$ cat src/rtl/cpu_pkg.sv
// Shared CPU front-end definitions: fetch FSM encoding and width constants.
package cpu_pkg;

   typedef enum logic [1:0] {
      S_REQ   = 2'd0,
      S_STALL = 2'd1,
      S_DRAIN = 2'd2
   } fetch_state_t;

   localparam int WORD_STEP   = 2;
   localparam int INSTR_W     = 16;
   localparam int OPCODE_W    = 4;
   localparam int PC_OFF_W    = 10;
   localparam int FETCH_DEPTH = 2;

endpackage

$ cat src/rtl/fetch_buffer.sv
// Two-entry FIFO of {pc, instruction} pairs; the head is read straight from
// the storage registers so consumers see a registered output.
module fetch_buffer
   import cpu_pkg::*;
#(
   parameter int                ADDR_W   = 16,
   parameter logic [ADDR_W-1:0] RESET_PC = '0
) (
   input  logic               clk,
   input  logic               rst,
   input  logic               i_flush,
   input  logic               i_push,
   input  logic               i_pop,
   input  logic [ADDR_W-1:0]  i_push_pc,
   input  logic [INSTR_W-1:0] i_push_instr,
   output logic [ADDR_W-1:0]  o_head_pc,
   output logic [INSTR_W-1:0] o_head_instr,
   output logic               o_full,
   output logic               o_empty
);

   logic [ADDR_W-1:0]  r_pc    [FETCH_DEPTH];
   logic [INSTR_W-1:0] r_instr [FETCH_DEPTH];
   logic               r_wr_ptr;
   logic               r_rd_ptr;
   logic [1:0]         r_count;
   logic               w_push_ok;
   logic               w_pop_ok;

   assign w_pop_ok  = i_pop && (r_count != 2'd0);
   // A push into a full buffer is only legal when the head leaves at the same edge.
   assign w_push_ok = i_push && ((r_count != 2'd2) || w_pop_ok);

   always_ff @(posedge clk or posedge rst) begin
      if (rst) begin
         for (int i = 0; i < FETCH_DEPTH; i++) begin
            r_pc[i]    <= RESET_PC;
            r_instr[i] <= '0;
         end
      end else if (w_push_ok && !i_flush) begin
         r_pc[r_wr_ptr]    <= i_push_pc;
         r_instr[r_wr_ptr] <= i_push_instr;
      end
   end

   always_ff @(posedge clk or posedge rst) begin
      if (rst) begin
         r_wr_ptr <= 1'b0;
         r_rd_ptr <= 1'b0;
         r_count  <= 2'd0;
      end else if (i_flush) begin
         r_wr_ptr <= 1'b0;
         r_rd_ptr <= 1'b0;
         r_count  <= 2'd0;
      end else begin
         if (w_push_ok) r_wr_ptr <= ~r_wr_ptr;
         if (w_pop_ok)  r_rd_ptr <= ~r_rd_ptr;
         case ({w_push_ok, w_pop_ok})
            2'b10:   r_count <= r_count + 2'd1;
            2'b01:   r_count <= r_count - 2'd1;
            default: r_count <= r_count;
         endcase
      end
   end

   assign o_head_pc    = r_pc[r_rd_ptr];
   assign o_head_instr = r_instr[r_rd_ptr];
   assign o_full       = (r_count == 2'd2);
   assign o_empty      = (r_count == 2'd0);

endmodule

$ cat src/rtl/inst_fetch_unit.sv
// Instruction fetch stage: owns the fetch PC, issues word reads, buffers two
// fetched words and redirects on jump requests relative to the last accepted pc.
module inst_fetch_unit
   import cpu_pkg::*;
#(
   parameter int                ADDR_W   = 16,
   parameter logic [ADDR_W-1:0] RESET_PC = 16'h0000
) (
   input  logic                clk,
   input  logic                rst,
   output logic [ADDR_W-1:0]   mem_addr,
   output logic                mem_rd,
   input  logic [INSTR_W-1:0]  mem_rdata,
   input  logic                mem_ready,
   output logic [INSTR_W-1:0]  instruction,
   output logic [ADDR_W-1:0]   inst_pc,
   output logic                inst_valid,
   input  logic                inst_ready,
   input  logic                branch_en,
   input  logic [PC_OFF_W-1:0] pc_offset,
   output logic [1:0]          fetch_state
);

   fetch_state_t       r_state;
   fetch_state_t       w_state_next;
   logic [ADDR_W-1:0]  r_fetch_pc;
   logic [ADDR_W-1:0]  r_last_pc;
   logic [ADDR_W-1:0]  r_drain_addr;
   logic [ADDR_W-1:0]  w_off_ext;
   logic [ADDR_W-1:0]  w_target;
   logic [ADDR_W-1:0]  w_head_pc;
   logic [INSTR_W-1:0] w_head_instr;
   logic               w_push;
   logic               w_pop;
   logic               w_full;
   logic               w_empty;
   logic               w_inst_valid;

   assign w_off_ext    = {{(ADDR_W-PC_OFF_W){pc_offset[PC_OFF_W-1]}}, pc_offset};
   assign w_target     = r_last_pc + ADDR_W'(WORD_STEP) + (w_off_ext << 1);
   assign w_inst_valid = !w_empty && !branch_en;
   assign w_pop        = w_inst_valid && inst_ready;
   // Data returning in a branch cycle belongs to the abandoned stream.
   assign w_push       = (r_state == S_REQ) && mem_ready && !branch_en;

   fetch_buffer #(
      .ADDR_W   (ADDR_W),
      .RESET_PC (RESET_PC)
   ) u_fetch_buffer (
      .clk          (clk),
      .rst          (rst),
      .i_flush      (branch_en),
      .i_push       (w_push),
      .i_pop        (w_pop),
      .i_push_pc    (r_fetch_pc),
      .i_push_instr (mem_rdata),
      .o_head_pc    (w_head_pc),
      .o_head_instr (w_head_instr),
      .o_full       (w_full),
      .o_empty      (w_empty)
   );

   always_comb begin
      w_state_next = r_state;
      case (r_state)
         S_REQ: begin
            if (branch_en)
               w_state_next = mem_ready ? S_REQ : S_DRAIN;
            else if (w_push && !w_pop && !w_empty)
               w_state_next = S_STALL;
         end
         S_STALL: begin
            if (branch_en || w_pop)
               w_state_next = S_REQ;
         end
         S_DRAIN: begin
            if (mem_ready)
               w_state_next = S_REQ;
         end
         default: w_state_next = S_REQ;
      endcase
   end

   always_ff @(posedge clk or posedge rst) begin
      if (rst) begin
         r_state      <= S_REQ;
         r_fetch_pc   <= RESET_PC;
         r_last_pc    <= RESET_PC - ADDR_W'(WORD_STEP);
         r_drain_addr <= RESET_PC;
      end else begin
         r_state <= w_state_next;
         if (branch_en)
            r_fetch_pc <= w_target;
         else if (w_push)
            r_fetch_pc <= r_fetch_pc + ADDR_W'(WORD_STEP);
         if (w_pop)
            r_last_pc <= w_head_pc;
         if (branch_en && (r_state == S_REQ))
            r_drain_addr <= r_fetch_pc;
      end
   end

   // The read strobe is gated by reset so an in-flight read is abandoned at once.
   assign mem_rd      = !rst && (r_state != S_STALL);
   assign mem_addr    = (r_state == S_DRAIN) ? r_drain_addr : r_fetch_pc;
   assign instruction = w_head_instr;
   assign inst_pc     = w_head_pc;
   assign inst_valid  = w_inst_valid;
   assign fetch_state = r_state;

endmodule

$ cat config.mk
export PLATFORM = sky130hd
export DESIGN_NAME = inst_fetch_unit
export DESIGN_NICKNAME = d
export VERILOG_FILES = /design/src/rtl/cpu_pkg.sv /design/src/rtl/fetch_buffer.sv /design/src/rtl/inst_fetch_unit.sv
export SDC_FILE = /design/constraint.sdc
export NUM_CORES = 1
export LEC_CHECK = 0
export BUFFER_PORTS_ARGS = -buffer_cell sky130_fd_sc_hd__buf_2
export CORE_ASPECT_RATIO = 1.5
export CORE_MARGIN = 4
export CORE_UTILIZATION = 30
export CTS_CLUSTER_SIZE = 8
export DETAILED_ROUTE_END_ITERATION = 10
export GPL_TIMING_DRIVEN = 0
export PLACE_DENSITY_LB_ADDON = 0.1
export SETUP_SLACK_MARGIN = 0.5
export SLEW_MARGIN = 0
export SYNTH_ARGS = -nofsm -noshare
export SYNTH_HDL_FRONTEND = slang
export SYNTH_SLANG_ARGS = --single-unit
$ cat constraint.sdc
create_clock -name clk -period 4.8 [get_ports clk]
set_input_delay 0.48 -clock clk [delete_from_list [all_inputs] [get_ports clk]]
set_output_delay 0.48 -clock clk [all_outputs]
set_load 0.005 [all_outputs]
==> flow_summary_export.csv <==
group,metric,value,unit
global_routing,grt_util_met3,4.622,%
clock_network,cts_sinks,118,
cells_and_area,area_growth,22.99,%
pwr,report.power.total,4868,uW
die,dieArea,22920,um^2
placed_design,gp_congestion,0.7677,
placed_design,port_buffers,82,
timing,setup_viol,0,
synth,ys.flop_type,"dfrtp_1",
worst_hold_path,hold_path.class,"in2async",
placed_design,pre_cts_ws,1.589,ns
synth,synthArstFlopShare,100.0,%
clock_network,cts_tree,"built",
placed_design,dp.cells,826,
die,core,19940,um^2
setup_path,cp_common_cell,"ha_1",
timing,tns,0,ns
setup_path,cp.arrival,3.46,ns
global_routing,grt_use_total,14.07,%
setup_path,cp-end-kind,"flop",
timing,max_clock_freq,0.3218,GHz
clock_network,clkTransAtPathRegs,0.05,ns
synth,synth_top_area_share,41.88,%
pwr,p_per_area,643.1,nW/um^2
synth,yosysTopAreaCell,"dfrtp_1",
routing,routed_wl,15300,um
placed_design,dp_hpwl,11030,um
synth,ys_types,52,
die,die_x,125.0,um
setup_path,crit_start,"r_last_pc[2]",
timing,skew,0.009560,ns
setup_path,cp-start-kind,"flop",
clock_network,htree_levels,4,
global_routing,grt_overflow,0,
synth,synth.avg_cell_area,12.74,um^2
routing,wl_per_cell,17.85,um
setup_path,crit_fanout,3,
synth,synth_most_common_cell,"mux2_2",
global_routing,grt_util_met1,16.16,%
cells_and_area,drive_gt1_share,50.25,%
clock_network,clk_latency,0.42,ns
synth,synth_fp_nets,543,
die,start_util,30.86,%
global_routing,grt_pass1_wl,24890,um
cells_and_area,fill_cells,1953,
clock_network,cts_resized,0,
synth,synth_edf_count,0,
synth,syn_inst,483,
clock_network,numCtsBuffers,17,
synth,synth_common_cells,"mux2_2 (143), dfrtp_1 (103), ha_1 (28)",
setup_path,crit_required,5.15,ns
die,num_rows,63,
status,outcome,"complete, no violations",
global_routing,grt_pass1_vias,4485,
timing,fin_crit_sh,64.74,%
die,die_height,183.4,um
timing,finalWorstSetupSlack,1.692,ns
timing,report.final.hold_viol_count,0,
setup_path,worstSetupPathType,"reg2reg",
timing,min_period,3.108,ns
routing,drtIter0Drc,86,
pwr,ir_drop,0.0002083,V
global_routing,use_met2,24.52,%
global_routing,grt_max_degree,70,
setup_path,crit_chain,"ha_1, ha_1, fa_1, a211oi_1, o21ai_0, a41o_1, a31o_2, a221oi_2, o311a_1",
clock_network,cts_max_path_buffers,2,
clock_network,root_buffer,"clkbuf_16",
clock_network,holdBufCountCts,0,
pwr,p_leak,0.003361,uW
cells_and_area,stdcell_count,857,
routing,first_pass_iters,4,
synth,ys_ff_latch,118,
timing,slew_viol_final,0,
global_routing,busiest_layer,"met2",
synth,ys_warn_count,0,
setup_path,rr_startpoint,"r_last_pc[2]",
synth,syn_area,6155,um^2
cells_and_area,finalNetCount,645,
routing,via_per_inst,4.841,
die,pin_count,83,
synth,synth.top_cells.by_area,"dfrtp_1 (42%), mux2_2 (26%), dfstp_2 (6.4%), ha_1 (5.7%), xnor2_1 (1.8%)",
setup_path,critPathMaxStageDelay,0.53,ns
setup_path,slowest_stage,"dfstp_2",
flow_run,cap_violations,0,
routing,antenna_left,0,
routing,drcViolationCount,0,
clock_network,cts_setup_buffers,0,
cells_and_area,n_antenna_cell,0,
routing,routed-via-count,4149,
timing,grt_setup_unrepaired,"no",
timing,relSlewSlack,37.52,%
timing,worst_pin_slew,0.9372,ns
synth,yosysSeqAreaShare,48.28,%
global_routing,antenna_found_initial,0,
[layer usage]
layer	vias to the layer above	part of all wire, %
li1	1955	-
met1	2094	41
met2	79	52
met3	21	5.2
met4	0	2.0
met5	-	0
[per-stage QoR]
| stage | instance area, um^2 | utilization, % | hold WS (ns) |
|---|---|---|---|
| global placement | 6890 | 34.55 | 0.4636 |
| floorplan | 6155 | - | 0.4541 |
| detailed placement | 6923 | 34.71 | 0.4787 |
| CTS | 7570 | 37.96 | 0.1197 |
| finish | 7570 | 37.96 | 0.1062 |
| global route | 7570 | 37.96 | 0.1380 |
[where the power goes]
group / total [uW] / switching (uW) / internal, uW
Combinational: 1710 / 783 / 929
Clock: 1410 / 453 / 956
Sequential: 1750 / 286 / 1460
Total: 4870 / 1520 / 3350
[sequential cells by signal (all words and copies together), names as in the netlist]
name,flops
u_fetch_buffer.r_instr,32
u_fetch_buffer.r_pc,32
r_drain_addr,16
r_fetch_pc,16
r_last_pc,16
fetch_state,2
u_fetch_buffer.r_count,2
u_fetch_buffer.r_rd_ptr,1
u_fetch_buffer.r_wr_ptr,1
[layout make-up]
| cell class | count | area [um^2] | area share, % |
|---|---|---|---|
| timing repair buffer | 83 | 437.9 | 5.785 |
| sequential | 118 | 2972 | 39.26 |
| clock buffer | 22 | 474.2 | 6.264 |
| tap | 260 | 325.3 | 4.298 |
| multi-input combinational | 334 | 3024 | 39.95 |
| buffer | 23 | 128.9 | 1.702 |
| inverter | 8 | 35.03 | 0.4628 |
| clock inverter | 9 | 172.7 | 2.281 |
[cell families (layout without fill, tap and decap cells)]
kind of cell    count (synthesis)  after routing  synth area share (%)
fa+ha+maj                      29             29                 6.018
compound gates                 61             61                 6.343
xor+xnor                       25             25                 3.558
simple gates                   73             73                 6.546
buf+inv                        31            145                 2.582
mux                           146            146                 26.67
flops                         118            118                 48.28
[worst max-delay path, delay by kind of cell, from the launching register on]
family / cells / cell delay, ns
AO/OA/AOI/OAI: 6 / 1.61
adder cells (fa/ha/maj): 3 / 0.90
flip-flops: 1 / 0.53
[path summary, 6_finish.rpt]
check	cells after the start	slack, ns	to
max	9	1.69	r_fetch_pc[14]
min	2	0.11	u_fetch_buffer.r_rd_ptr
max reg2reg	9	1.69	r_fetch_pc[14]
min reg2reg	1	0.49	u_fetch_buffer.r_instr[24]
max in group asynchronous	3	3.94	r_last_pc[10]
min in group clk	2	0.29	fetch_state[1]
[placed cells by master, fill, tap and decap left out, types with 3 or more instances in the layout]
cell type,n
mux2_2,143
dfrtp_1,103
buf_2,89
ha_1,28
nor2_1,21
a21oi_1,17
o21ai_0,17
clkbuf_16,17
nand2_1,15
dfstp_2,15
xnor2_1,13
clkbuf_1,12
xor2_1,12
inv_1,7
nor3_1,6
nand3_1,5
bufinv_16,5
buf_6,4
nand4_1,4
a211oi_1,4
a21o_1,3
a31oi_1,3
a31o_2,3
clkbuf_8,3
clkinv_2,3
(Power assumes the default switching activity.)
